<file path="src/rtl/cp0_commit_ctrl_pkg.sv">
// ---------------------------------------------------------------------------
// cp0_commit_ctrl_pkg
//   Shared definitions for the commit-stage exception sequencer:
//   - bit positions inside the per-slot 8-bit exception flag vector
//   - MIPS ExcCode constants used when reporting to CP0
//   - sequencer state encoding and BadVAddr source select
//   - default exception vector and the EPC helper
// ---------------------------------------------------------------------------
package cp0_commit_ctrl_pkg;

  // Flag bit positions within slotN_exc
  localparam int FLAG_ADEL_IF = 0;  // address error on instruction fetch
  localparam int FLAG_RI      = 1;  // reserved instruction
  localparam int FLAG_SYS     = 2;  // syscall
  localparam int FLAG_BP      = 3;  // breakpoint
  localparam int FLAG_OV      = 4;  // arithmetic overflow
  localparam int FLAG_ADEL    = 5;  // address error on data load
  localparam int FLAG_ADES    = 6;  // address error on data store
  localparam int FLAG_ERET    = 7;  // exception return

  // ExcCode values written to Cause
  localparam logic [4:0] EXC_INT  = 5'h00;
  localparam logic [4:0] EXC_ADEL = 5'h04;
  localparam logic [4:0] EXC_ADES = 5'h05;
  localparam logic [4:0] EXC_SYS  = 5'h08;
  localparam logic [4:0] EXC_BP   = 5'h09;
  localparam logic [4:0] EXC_RI   = 5'h0A;
  localparam logic [4:0] EXC_OV   = 5'h0C;

  localparam logic [31:0] EXC_VECTOR_DEFAULT = 32'hBFC0_0380;

  // Sequencer states
  typedef enum logic [1:0] {
    ST_IDLE  = 2'd0,
    ST_REQ   = 2'd1,
    ST_FLUSH = 2'd2,
    ST_REDIR = 2'd3
  } state_t;

  // Where BadVAddr comes from for the winning event
  typedef enum logic [1:0] {
    BVA_NONE = 2'd0,  // BadVAddr not written
    BVA_PC   = 2'd1,  // fetch address error: faulting PC
    BVA_ADDR = 2'd2   // data address error: load/store address
  } bva_sel_t;

  // EPC points at the branch when the faulting instruction sits in its
  // delay slot, so the branch is re-executed on return.
  function automatic logic [31:0] epc_of(input logic [31:0] pc, input logic is_ds);
    return is_ds ? (pc - 32'd4) : pc;
  endfunction

endpackage

</file>
<file path="src/rtl/cp0_commit_ctrl_exc_prio_enc.sv">
// ---------------------------------------------------------------------------
// exc_prio_enc
//   Per-slot priority encoder. Reduces the 8 exception flags plus an
//   attached-interrupt bit to a single reportable event.
//   Priority: interrupt > AdEL-fetch > RI > Sys > Bp > Ov > AdEL > AdES > ERET
//
// Ports:
//   flags    in  8  exception flags of the slot (package FLAG_* positions)
//   int_hit  in  1  pending interrupt attached to this slot
//   hit      out 1  slot carries some event
//   exccode  out 5  ExcCode of the winning event (0 for interrupt and ERET)
//   is_eret  out 1  the winning event is ERET
//   bva_sel  out 2  BadVAddr source for the winning event
// ---------------------------------------------------------------------------
module exc_prio_enc
  import cp0_commit_ctrl_pkg::*;
(
  input  logic [7:0] flags,
  input  logic       int_hit,
  output logic       hit,
  output logic [4:0] exccode,
  output logic       is_eret,
  output bva_sel_t   bva_sel
);

  always_comb begin
    hit     = 1'b1;
    exccode = EXC_INT;
    is_eret = 1'b0;
    bva_sel = BVA_NONE;
    if (int_hit) begin
      exccode = EXC_INT;
    end else if (flags[FLAG_ADEL_IF]) begin
      exccode = EXC_ADEL;
      bva_sel = BVA_PC;
    end else if (flags[FLAG_RI]) begin
      exccode = EXC_RI;
    end else if (flags[FLAG_SYS]) begin
      exccode = EXC_SYS;
    end else if (flags[FLAG_BP]) begin
      exccode = EXC_BP;
    end else if (flags[FLAG_OV]) begin
      exccode = EXC_OV;
    end else if (flags[FLAG_ADEL]) begin
      exccode = EXC_ADEL;
      bva_sel = BVA_ADDR;
    end else if (flags[FLAG_ADES]) begin
      exccode = EXC_ADES;
      bva_sel = BVA_ADDR;
    end else if (flags[FLAG_ERET]) begin
      // ERET only survives when nothing else is flagged on the slot
      is_eret = 1'b1;
    end else begin
      hit = 1'b0;
    end
  end

endmodule

</file>
<file path="src/rtl/cp0_commit_ctrl.sv">
// ---------------------------------------------------------------------------
// cp0_commit_ctrl
//   Commit-stage exception sequencer for the dual-issue pipeline. Picks the
//   oldest excepting slot (attaching a pending interrupt to the oldest valid
//   slot), kills it and the younger work, then runs a registered sequence:
//   CP0 request handshake -> flush for FLUSH_CYCLES -> one redirect pulse.
//
// Handshake: cp0_req_valid rises in REQ and stays high with all cp0_req_*
//   fields frozen until the cycle in which cp0_ready is also high; the
//   request is transferred at that clock edge and valid drops the next cycle.
//
// Ports:
//   clk, rst            clock, synchronous active-high reset
//   slot_valid[1:0]     per-slot commit valid ([0] is the older slot)
//   slot0/1_exc[7:0]    exception flags per slot
//   slot0/1_pc[31:0]    PC per slot
//   slot_is_ds[1:0]     per-slot delay-slot flag
//   slot0/1_badaddr     data address per slot
//   int_pending         interrupt ready to be taken
//   cp0_epc[31:0]       current EPC from CP0 (ERET target)
//   cp0_ready           CP0 accepts the request
//   kill_mask[1:0]      combinational write suppression per slot
//   commit_stall        commit stage held while the sequence runs
//   cp0_req_*           request to CP0 (valid, eret, exccode, epc, bd,
//                       badvaddr_we, badvaddr)
//   flush               flush all stages
//   redirect_valid/pc   one-cycle fetch redirect
//   dbg_state[1:0]      current sequencer state (state_t encoding)
// ---------------------------------------------------------------------------
module cp0_commit_ctrl
  import cp0_commit_ctrl_pkg::*;
#(
  parameter int unsigned FLUSH_CYCLES = 2,
  parameter logic [31:0] EXC_VECTOR   = EXC_VECTOR_DEFAULT
) (
  input  logic        clk,
  input  logic        rst,
  input  logic [1:0]  slot_valid,
  input  logic [7:0]  slot0_exc,
  input  logic [7:0]  slot1_exc,
  input  logic [31:0] slot0_pc,
  input  logic [31:0] slot1_pc,
  input  logic [1:0]  slot_is_ds,
  input  logic [31:0] slot0_badaddr,
  input  logic [31:0] slot1_badaddr,
  input  logic        int_pending,
  input  logic [31:0] cp0_epc,
  input  logic        cp0_ready,
  output logic [1:0]  kill_mask,
  output logic        commit_stall,
  output logic        cp0_req_valid,
  output logic        cp0_req_eret,
  output logic [4:0]  cp0_req_exccode,
  output logic [31:0] cp0_req_epc,
  output logic        cp0_req_bd,
  output logic        cp0_req_badvaddr_we,
  output logic [31:0] cp0_req_badvaddr,
  output logic        flush,
  output logic        redirect_valid,
  output logic [31:0] redirect_pc,
  output logic [1:0]  dbg_state
);

  localparam logic [3:0] CNT_LOAD = 4'(FLUSH_CYCLES);

  state_t     state;
  logic [3:0] flush_cnt;

  // ---------------- per-slot event decode ----------------
  logic       hit0, hit1;
  logic [4:0] code0, code1;
  logic       eret0, eret1;
  bva_sel_t   sel0, sel1;

  // The interrupt attaches only to the oldest valid slot: slot 1 gets it
  // only when slot 0 is not committing this cycle.
  logic int1;
  assign int1 = int_pending && !slot_valid[0];

  exc_prio_enc u_enc0 (
    .flags   (slot0_exc),
    .int_hit (int_pending),
    .hit     (hit0),
    .exccode (code0),
    .is_eret (eret0),
    .bva_sel (sel0)
  );

  exc_prio_enc u_enc1 (
    .flags   (slot1_exc),
    .int_hit (int1),
    .hit     (hit1),
    .exccode (code1),
    .is_eret (eret1),
    .bva_sel (sel1)
  );

  logic ev0, ev1, ev_any;
  assign ev0    = slot_valid[0] && hit0;
  assign ev1    = slot_valid[1] && hit1;
  assign ev_any = ev0 || ev1;

  // ---------------- winner selection ----------------
  logic [4:0]  w_code;
  logic        w_eret;
  logic [31:0] w_pc;
  logic        w_ds;
  logic [31:0] w_bva;
  logic        w_bva_we;

  always_comb begin
    w_code   = code1;
    w_eret   = eret1;
    w_pc     = slot1_pc;
    w_ds     = slot_is_ds[1];
    w_bva    = 32'h0;
    w_bva_we = 1'b0;
    if (ev0) begin
      w_code = code0;
      w_eret = eret0;
      w_pc   = slot0_pc;
      w_ds   = slot_is_ds[0];
      unique case (sel0)
        BVA_PC:   begin w_bva = slot0_pc;      w_bva_we = 1'b1; end
        BVA_ADDR: begin w_bva = slot0_badaddr; w_bva_we = 1'b1; end
        default:  begin w_bva = 32'h0;         w_bva_we = 1'b0; end
      endcase
    end else begin
      unique case (sel1)
        BVA_PC:   begin w_bva = slot1_pc;      w_bva_we = 1'b1; end
        BVA_ADDR: begin w_bva = slot1_badaddr; w_bva_we = 1'b1; end
        default:  begin w_bva = 32'h0;         w_bva_we = 1'b0; end
      endcase
    end
  end

  // ---------------- kill mask (combinational) ----------------
  // The excepting slot itself is killed (ERET included), plus everything
  // younger. Once the sequence is running, every commit is suppressed.
  always_comb begin
    kill_mask = 2'b00;
    if (rst) begin
      kill_mask = 2'b00;
    end else if (state != ST_IDLE) begin
      kill_mask = 2'b11;
    end else if (ev0) begin
      kill_mask = 2'b11;
    end else if (ev1) begin
      kill_mask = 2'b10;
    end
  end

  // ---------------- sequencer ----------------
  always_ff @(posedge clk) begin
    if (rst) begin
      state               <= ST_IDLE;
      flush_cnt           <= 4'd0;
      commit_stall        <= 1'b0;
      cp0_req_valid       <= 1'b0;
      cp0_req_eret        <= 1'b0;
      cp0_req_exccode     <= 5'h0;
      cp0_req_epc         <= 32'h0;
      cp0_req_bd          <= 1'b0;
      cp0_req_badvaddr_we <= 1'b0;
      cp0_req_badvaddr    <= 32'h0;
      flush               <= 1'b0;
      redirect_valid      <= 1'b0;
    end else begin
      unique case (state)
        ST_IDLE: begin
          if (ev_any) begin
            state               <= ST_REQ;
            commit_stall        <= 1'b1;
            cp0_req_valid       <= 1'b1;
            cp0_req_eret        <= w_eret;
            cp0_req_exccode     <= w_code;
            cp0_req_epc         <= epc_of(w_pc, w_ds);
            cp0_req_bd          <= w_ds;
            cp0_req_badvaddr_we <= w_bva_we;
            cp0_req_badvaddr    <= w_bva;
          end
        end
        ST_REQ: begin
          if (cp0_ready) begin
            state         <= ST_FLUSH;
            cp0_req_valid <= 1'b0;
            flush         <= 1'b1;
            flush_cnt     <= CNT_LOAD;
          end
        end
        ST_FLUSH: begin
          flush_cnt <= flush_cnt - 4'd1;
          // A count of 0 is unreachable for legal FLUSH_CYCLES; treating it
          // like 1 keeps the sequence from wrapping the counter.
          if (flush_cnt <= 4'd1) begin
            state          <= ST_REDIR;
            flush          <= 1'b0;
            flush_cnt      <= 4'd0;
            redirect_valid <= 1'b1;
          end
        end
        ST_REDIR: begin
          state          <= ST_IDLE;
          redirect_valid <= 1'b0;
          commit_stall   <= 1'b0;
        end
        default: begin
          state <= ST_IDLE;
        end
      endcase
    end
  end

  // The ERET target is taken from CP0 during the redirect cycle itself:
  // CP0 has already absorbed the request by then, so its EPC is current.
  assign redirect_pc = !redirect_valid ? 32'h0 :
                       (cp0_req_eret ? cp0_epc : EXC_VECTOR);

  assign dbg_state = state;

endmodule

</file>
<file path="config.mk">
export PLATFORM = sky130hd
export DESIGN_NAME = cp0_commit_ctrl
export DESIGN_NICKNAME = d
export VERILOG_FILES = /design/src/rtl/cp0_commit_ctrl_pkg.sv /design/src/rtl/cp0_commit_ctrl_exc_prio_enc.sv /design/src/rtl/cp0_commit_ctrl.sv
export SDC_FILE = /design/constraint.sdc
export NUM_CORES = 1
export LEC_CHECK = 0
export BUFFER_PORTS_ARGS = -buffer_cell sky130_fd_sc_hd__buf_2
export CAP_MARGIN = 20
export CORE_MARGIN = 10
export CORE_UTILIZATION = 30
export CTS_BUF_LIST = sky130_fd_sc_hd__clkbuf_4 sky130_fd_sc_hd__clkbuf_8 sky130_fd_sc_hd__clkbuf_16
export CTS_CLUSTER_SIZE = 14
export DETAILED_ROUTE_END_ITERATION = 10
export PLACE_DENSITY = 0.61
export SLEW_MARGIN = 40
export SYNTH_ARGS = -nofsm -noshare
export SYNTH_HDL_FRONTEND = slang
export SYNTH_SLANG_ARGS = --single-unit
export TNS_END_PERCENT = 1
</file>
<file path="constraint.sdc">
create_clock -name clk -period 4.5 [get_ports clk]
set_input_delay 0.45 -clock clk [delete_from_list [all_inputs] [get_ports clk]]
set_output_delay 0.45 -clock clk [all_outputs]
set_load 0.02 [all_outputs]
</file>
# ---- Word-level counts from Yosys, hierarchy flattened
# Index checks and enable logic that the tools add are counted.
dict set report op_classes {
  n_addsub 2
  n_lt_le_gt_ge 1
  eq_ne 10
  mux 99
  n_reduce_logical 20
}
# op n
set op_table {}
lappend op_table {{$mux W32} 5}
lappend op_table {{$pmux W32 S2} 2}
lappend op_table {{$mux W5} 15}
lappend op_table {{$mux W2} 23}
lappend op_table {{$mux W1} 44}
lappend op_table {{$sub A32 B3 Y32 const B} 1}
lappend op_table {{$reduce_bool A2 Y1} 5}
lappend op_table {{$reduce_and A3 Y1} 3}
lappend op_table {{$eq A2 B2 Y1 const B} 4}
lappend op_table {{$mux W4} 2}
lappend op_table {{$pmux W1 S2} 4}
lappend op_table {{$pmux W2 S4} 1}
lappend op_table {{$pmux W4 S2} 1}
lappend op_table {{$reduce_and A2 Y1} 4}
lappend op_table {{$eq A2 B1 Y1 const B} 3}
lappend op_table {{$mux W3} 2}
lappend op_table {{$ne A2 B2 Y1 const B} 3}
lappend op_table {{$le A4 B1 Y1 const B} 1}
lappend op_table {{$reduce_or A2 Y1} 2}
lappend op_table {{$sub A4 B1 Y4 const B} 1}
lappend op_table {{$logic_and A1 B1 Y1} 3}
lappend op_table {{$logic_not A2 Y1} 1}
lappend op_table {{$logic_not A1 Y1} 1}
lappend op_table {{$logic_or A1 B1 Y1} 1}
dict set report word_totals {
  regBits 82
  in_bits 184
  elab_cells 144
}

# ---- Logic depth before layout (Yosys ltp)
dict set report logic_depth {
  ltp_word 14
  mapped_depth 14
}

# ---- Cells and area by module
# A second synthesis with hierarchy kept.
dict set report unflattened {
  hier_cells 749
  hier_area_um2 5940.7
}
# mod instances cells_each area_per_inst_um2 seq_area_each_um2
set modules_own_cells {}
lappend modules_own_cells {cp0_commit_ctrl 1 713 5695.5 1641.6}
lappend modules_own_cells {exc_prio_enc 2 18 122.6 0.0}

# ---- Worst setup path after synthesis
# OpenSTA, ideal clock, no wires.
dict set report synth_timing {
  path_kind {input port to flip-flop}
  start {input slot0_exc[4]}
  end {register cp0_req_epc[24]}
  setup_ps 116
  t_arrival_ps 3962
  t_required_ps 4384
  path_slack_ps 422
  path_stages 14
  cell_sequence {or4_4 > buf_6 > o31a_1 > buf_2 > buf_2 > clkbuf_1 > mux2i_1 > ha_1 > nand2_1 > or4_4 > a311oi_2 > a32oi_1 > mux2_1 > a31o_1}
}
dict set report synth_between {
  elab_chain_len 10
  elab_cells_between_ends 13
  cone_classes {add/sub (1); mux (9); reduce/logical (3)}
}
# element line_no
set synth_rtl {}
lappend synth_rtl {{start, declared} cp0_commit_ctrl.sv:39} ;# input logic [7:0] slot0_exc,
lappend synth_rtl {{$mux W1 (*)} cp0_commit_ctrl_exc_prio_enc.sv:42} ;# end else if (flags[FLAG_OV]) begin
lappend synth_rtl {{$mux W1 (*)} cp0_commit_ctrl_exc_prio_enc.sv:40} ;# end else if (flags[FLAG_BP]) begin
lappend synth_rtl {{$mux W1 (*)} cp0_commit_ctrl_exc_prio_enc.sv:38} ;# end else if (flags[FLAG_SYS]) begin
lappend synth_rtl {{$mux W1 (*)} cp0_commit_ctrl_exc_prio_enc.sv:36} ;# end else if (flags[FLAG_RI]) begin
lappend synth_rtl {{$mux W1 (*)} cp0_commit_ctrl_exc_prio_enc.sv:33} ;# end else if (flags[FLAG_ADEL_IF]) begin
lappend synth_rtl {{$mux W1 (*)} cp0_commit_ctrl_exc_prio_enc.sv:31} ;# if (int_hit) begin
lappend synth_rtl {{$logic_and A1 B1 Y1 (*)} cp0_commit_ctrl.sv:99} ;# assign ev0 = slot_valid[0] && hit0;
lappend synth_rtl {{$mux W32} cp0_commit_ctrl.sv:118} ;# if (ev0) begin
lappend synth_rtl {{$sub A32 B3 Y32} cp0_commit_ctrl_pkg.sv:50} ;# return is_ds ? (pc - 32'd4) : pc;
lappend synth_rtl {{$mux W32} cp0_commit_ctrl_pkg.sv:50}
lappend synth_rtl {{end signal, assigned} cp0_commit_ctrl.sv:177} ;# cp0_req_epc <= epc_of(w_pc, w_ds);
lappend synth_rtl {{end, declared} cp0_commit_ctrl.sv:54} ;# output logic [31:0] cp0_req_epc,
# Mark *: on every way between the ends. The rest lies on a longest branch, timed or not.
# A chain may end at the register's enable or synchronous reset.

# ---- Final worst setup path
dict set report layout_timing {
  start {input slot0_exc[0]}
  end {register cp0_req_epc[24]}
}
dict set report layout_between {
  elab_chain_len 6
  elab_cells_between_ends 9
  cone_classes {add/sub (1); mux (5); reduce/logical (3)}
}
# element line_no
set layout_rtl {}
lappend layout_rtl {{$mux W1 (*)} cp0_commit_ctrl_exc_prio_enc.sv:33}
lappend layout_rtl {{$mux W1 (*)} cp0_commit_ctrl_exc_prio_enc.sv:31}
lappend layout_rtl {{$logic_and A1 B1 Y1 (*)} cp0_commit_ctrl.sv:99}
lappend layout_rtl {{$mux W32} cp0_commit_ctrl.sv:118}
lappend layout_rtl {{$sub A32 B3 Y32} cp0_commit_ctrl_pkg.sv:50}
lappend layout_rtl {{$mux W32} cp0_commit_ctrl_pkg.sv:50}
# Marked as above.

==> key figures <==
Min path
  – Hold Path Origin: cp0_ready
  – Hold depth: 2
  – Min-Delay Endpoint: cp0_req_valid$_SDFFE_PP0P_
  – Worst min path class: in -> reg

Timing
  – Setup repair after global routing missed its margin: false
  – Hold Slack: around 0.34 ns
  – Slew margin rel.: 0.465
  – Clock skew: about 0.0048 ns
  – Fmax: 269 MHz
  – Setup violations, final: 0
  – Final TNS setup: 0 ns
  – Fin. Hold Viols: 0
  – Least-Margin Pin Slew: between 0.7 and 0.8 ns
  – Min cycle time layout: 3.71 ns
  – Max Slew Vio Count: 0
  – Tcrit/Tclk final: 0.825

Setup path
  – R2r worst-path depth: 7
  – Crit path DAT: around 4 ns
  – RR Endpoint: cp0_req_epc[29]$_SDFFE_PP0P_
  – CP Class: in -> reg
  – Startpoint Class: input port
  – Reg-to-reg slack, setup: just under 2 ns
  – Worst Path Required: between 4 and 5 ns
  – Setup crit end kind: flip-flop
  – CP max FO: 7
  – FF-to-FF Start: dbg_state[1]$_SDFFE_PP0P_

Logic synthesis
  – Syn_area_per_cell: 7.42 µm²
  – Netlist cell types: 67
  – Synth warn: 0
  – Post-synthesis cell area: 0.00617 mm²
  – FFs w/ async S/R, synth: 0
  – Post-synth EDFFs: 0
  – Post-Syn Nets: roughly 1000
  – Synth Flop Type: dfxtp_1
  – Seq/Total Area, Yosys: 0.263
  – Yosys reg bits: just over 80
  – Gate Count Post-Synth: just over 800

Clock network
  – Root buf cell: clkbuf_16
  – Number of hold buffers added after cts: 0
  – CTS Sinks: between 80 and 90
  – Total CTS buffers: 9
  – H-Tree Depth: 3
  – Max Root-Sink Buffers: 2
  – CTS tree: built
  – Post-CTS setup buffers: 0
  – Post-CTS sizing: 0
  – Clock-pin transition on the worst setup and hold timing paths: roughly 0.070 ns
  – Clock Latency Late Sink: between 0.3 and 0.4 ns

GRT
  – All-Layer GR Usage: 0.201
  – First-pass GRT wire length: 42800 µm
  – Largest net degree at the start of global routing: 55
  – Initial antenna violation count: 3
  – Number of global-route vias before repair: approximately 7300
  – GR Overflow Total: 0

Cells and area
  – Most common cell after layout, fill and taps aside: buf_2
  – Layout Nets: approximately 1300
  – Post-layout util: 0.401
  – Layout area overhead: 31.4%
  – Multi-input gate area: ~0.0042 mm²
  – Share of layout cells above drive strength 1: 0.329
  – Commonest cells after routing, fill and taps aside: 294 x buf_2, 102 x nor2_1, 79 x dfxtp_1
  – # fillers: 2200
  – Register Area: 0.00162 mm²

Floorplan
  – Die X: about 160 µm
  – Die area: 0.0267 mm²
  – Rows: 52
  – Die height: about 160 µm
  – Starting density of the core: 0.305
  – Core Box Area: ~0.02 mm²
  – I/O pin count: ~300

Route
  – DR pass1 iterations: 5
  – Vias per cell: 5.57
  – Starting DRC count in detailed routing: approximately 650
  – DRC Markers: 0
  – Vias: between 7000 and 8000
  – WL/cell: 21.0 µm
  – Routed Antenna Nets: 0
  – Total wire length: 28500 µm

Power
  – Maximum vdd ir drop: about 0.20 mV
  – P_leak: roughly 3.7 nW
  – PD cells: 445 mW/mm²

Status
  – Status: complete, no violations

Place
  – IO Port Bufs: around 300
  – RePlAce Congestion: slightly below 0.9
  – HPWL Detailed: 21500 µm

Run
  – Max-Cap Viols: 0
worst max-delay path, cell delays in order:
cell      delay (ns)
buf_2           0.12
or4_1           0.68
o31a_2          0.38
mux2_2          0.33
inv_1           0.12
ha_1            0.19
nand2_1         0.16
or4_4           0.46
a311oi_2        0.37
a32oi_1         0.16
mux2_1          0.35
a31o_1          0.18
cells in the mapped netlist, types with 6 or more instances:
cell,number,area [µm²]
nor2_1,102,383
dfxtp_1,81,1620
a22oi_1,65,488
nand2_1,62,233
nor3_1,60,300
clkbuf_1,50,188
mux2i_1,34,340
o22ai_1,33,206
nor4_1,25,156
a21oi_1,24,120
and3_1,24,150
nand3_1,24,120
inv_1,22,82.6
o21ai_0,19,95.1
nand2b_1,15,93.8
a21boi_0,12,90.1
ha_1,12,150
buf_2,11,55.1
or3_1,10,62.6
or4_1,10,75.1
a311oi_1,9,78.8
a31oi_1,9,56.3
mux2_2,9,101
o211ai_1,9,67.6
xor2_1,9,78.8
nand4_1,6,37.5
or2_2,6,37.5
where the power goes:
group / switching [W] / leakage, nW / internal, W
Clock: 0.000347 / 0.137 / 0.000379
Combinational: 0.00117 / 2.86 / 0.000586
Sequential: 0.000162 / 0.670 / 0.000967
Total: 0.00167 / 3.66 / 0.00193
sequential cells by signal, summed over array words and instances (netlist names), 2 cells and up:
name and flops:
cp0_req_exccode 4, flush_cnt 4, cp0_req_badvaddr 32, cp0_req_epc 32, dbg_state 2
through the flow:
| stage | instances | area [µm²] | total power (W) | setup slack [ns] |
|---|---|---|---|---|
| 2_1_floorplan | 831 | 6170 | 0.00220 | 0.422 |
| 3_3_place_gp | 1338 | 7810 | 0.00289 | 0.526 |
| 3_5_place_dp | 1338 | 7810 | 0.00291 | 0.478 |
| 4_1_cts | 1354 | 8090 | 0.00364 | 0.830 |
| 5_1_grt | 1356 | 8100 | 0.00386 | 0.664 |
| 6_report | 1356 | 8100 | 0.00361 | 0.789 |
final cells by class:
class / instances / area share
timing repair buffer: 307 / 0.197
tap: 270 / 0.0417
clock buffer: 9 / 0.0278
inverter: 23 / 0.0107
antenna: 2 / 0.000618
clock inverter: 7 / 0.00648
multi-input combinational: 657 / 0.516
sequential: 81 / 0.200
layer usage:
metal	vias to the layer above	share of wire	global-route usage
li1	3632	-	-
met1	3528	0.41	0.250
met2	338	0.47	0.321
met3	47	0.092	0.0551
met4	2	0.028	0.0799
met5	-	0.00025	0
worst max path at each step:
stage / from / end / slack [ns] / depth (start not counted)
floorplan: slot0_exc[4] / cp0_req_epc[24]$_SDFFE_PP0P_ / 0.42 / 14
CTS: slot0_exc[0] / cp0_req_epc[24]$_SDFFE_PP0P_ / 0.83 / 12
global placement: slot0_exc[0] / cp0_req_epc[24]$_SDFFE_PP0P_ / 0.53 / 12
detailed placement: slot0_exc[0] / cp0_req_epc[24]$_SDFFE_PP0P_ / 0.48 / 12
global route: slot0_exc[0] / cp0_req_epc[24]$_SDFFE_PP0P_ / 0.66 / 12
finish: slot0_exc[0] / cp0_req_epc[24]$_SDFFE_PP0P_ / 0.79 / 12
cells by family after synthesis:
group | count (synthesis) | share of synthesized area
fa+ha+maj | 12 | 0.0243
simple gates | 369 | 0.304
buf+inv | 93 | 0.0655
compound gates | 216 | 0.247
flops | 81 | 0.263
xor+xnor | 14 | 0.0199
other cells | 1 | 0.000608
mux | 45 | 0.0758
No activity file was read; power rests on OpenSTA's default activity.
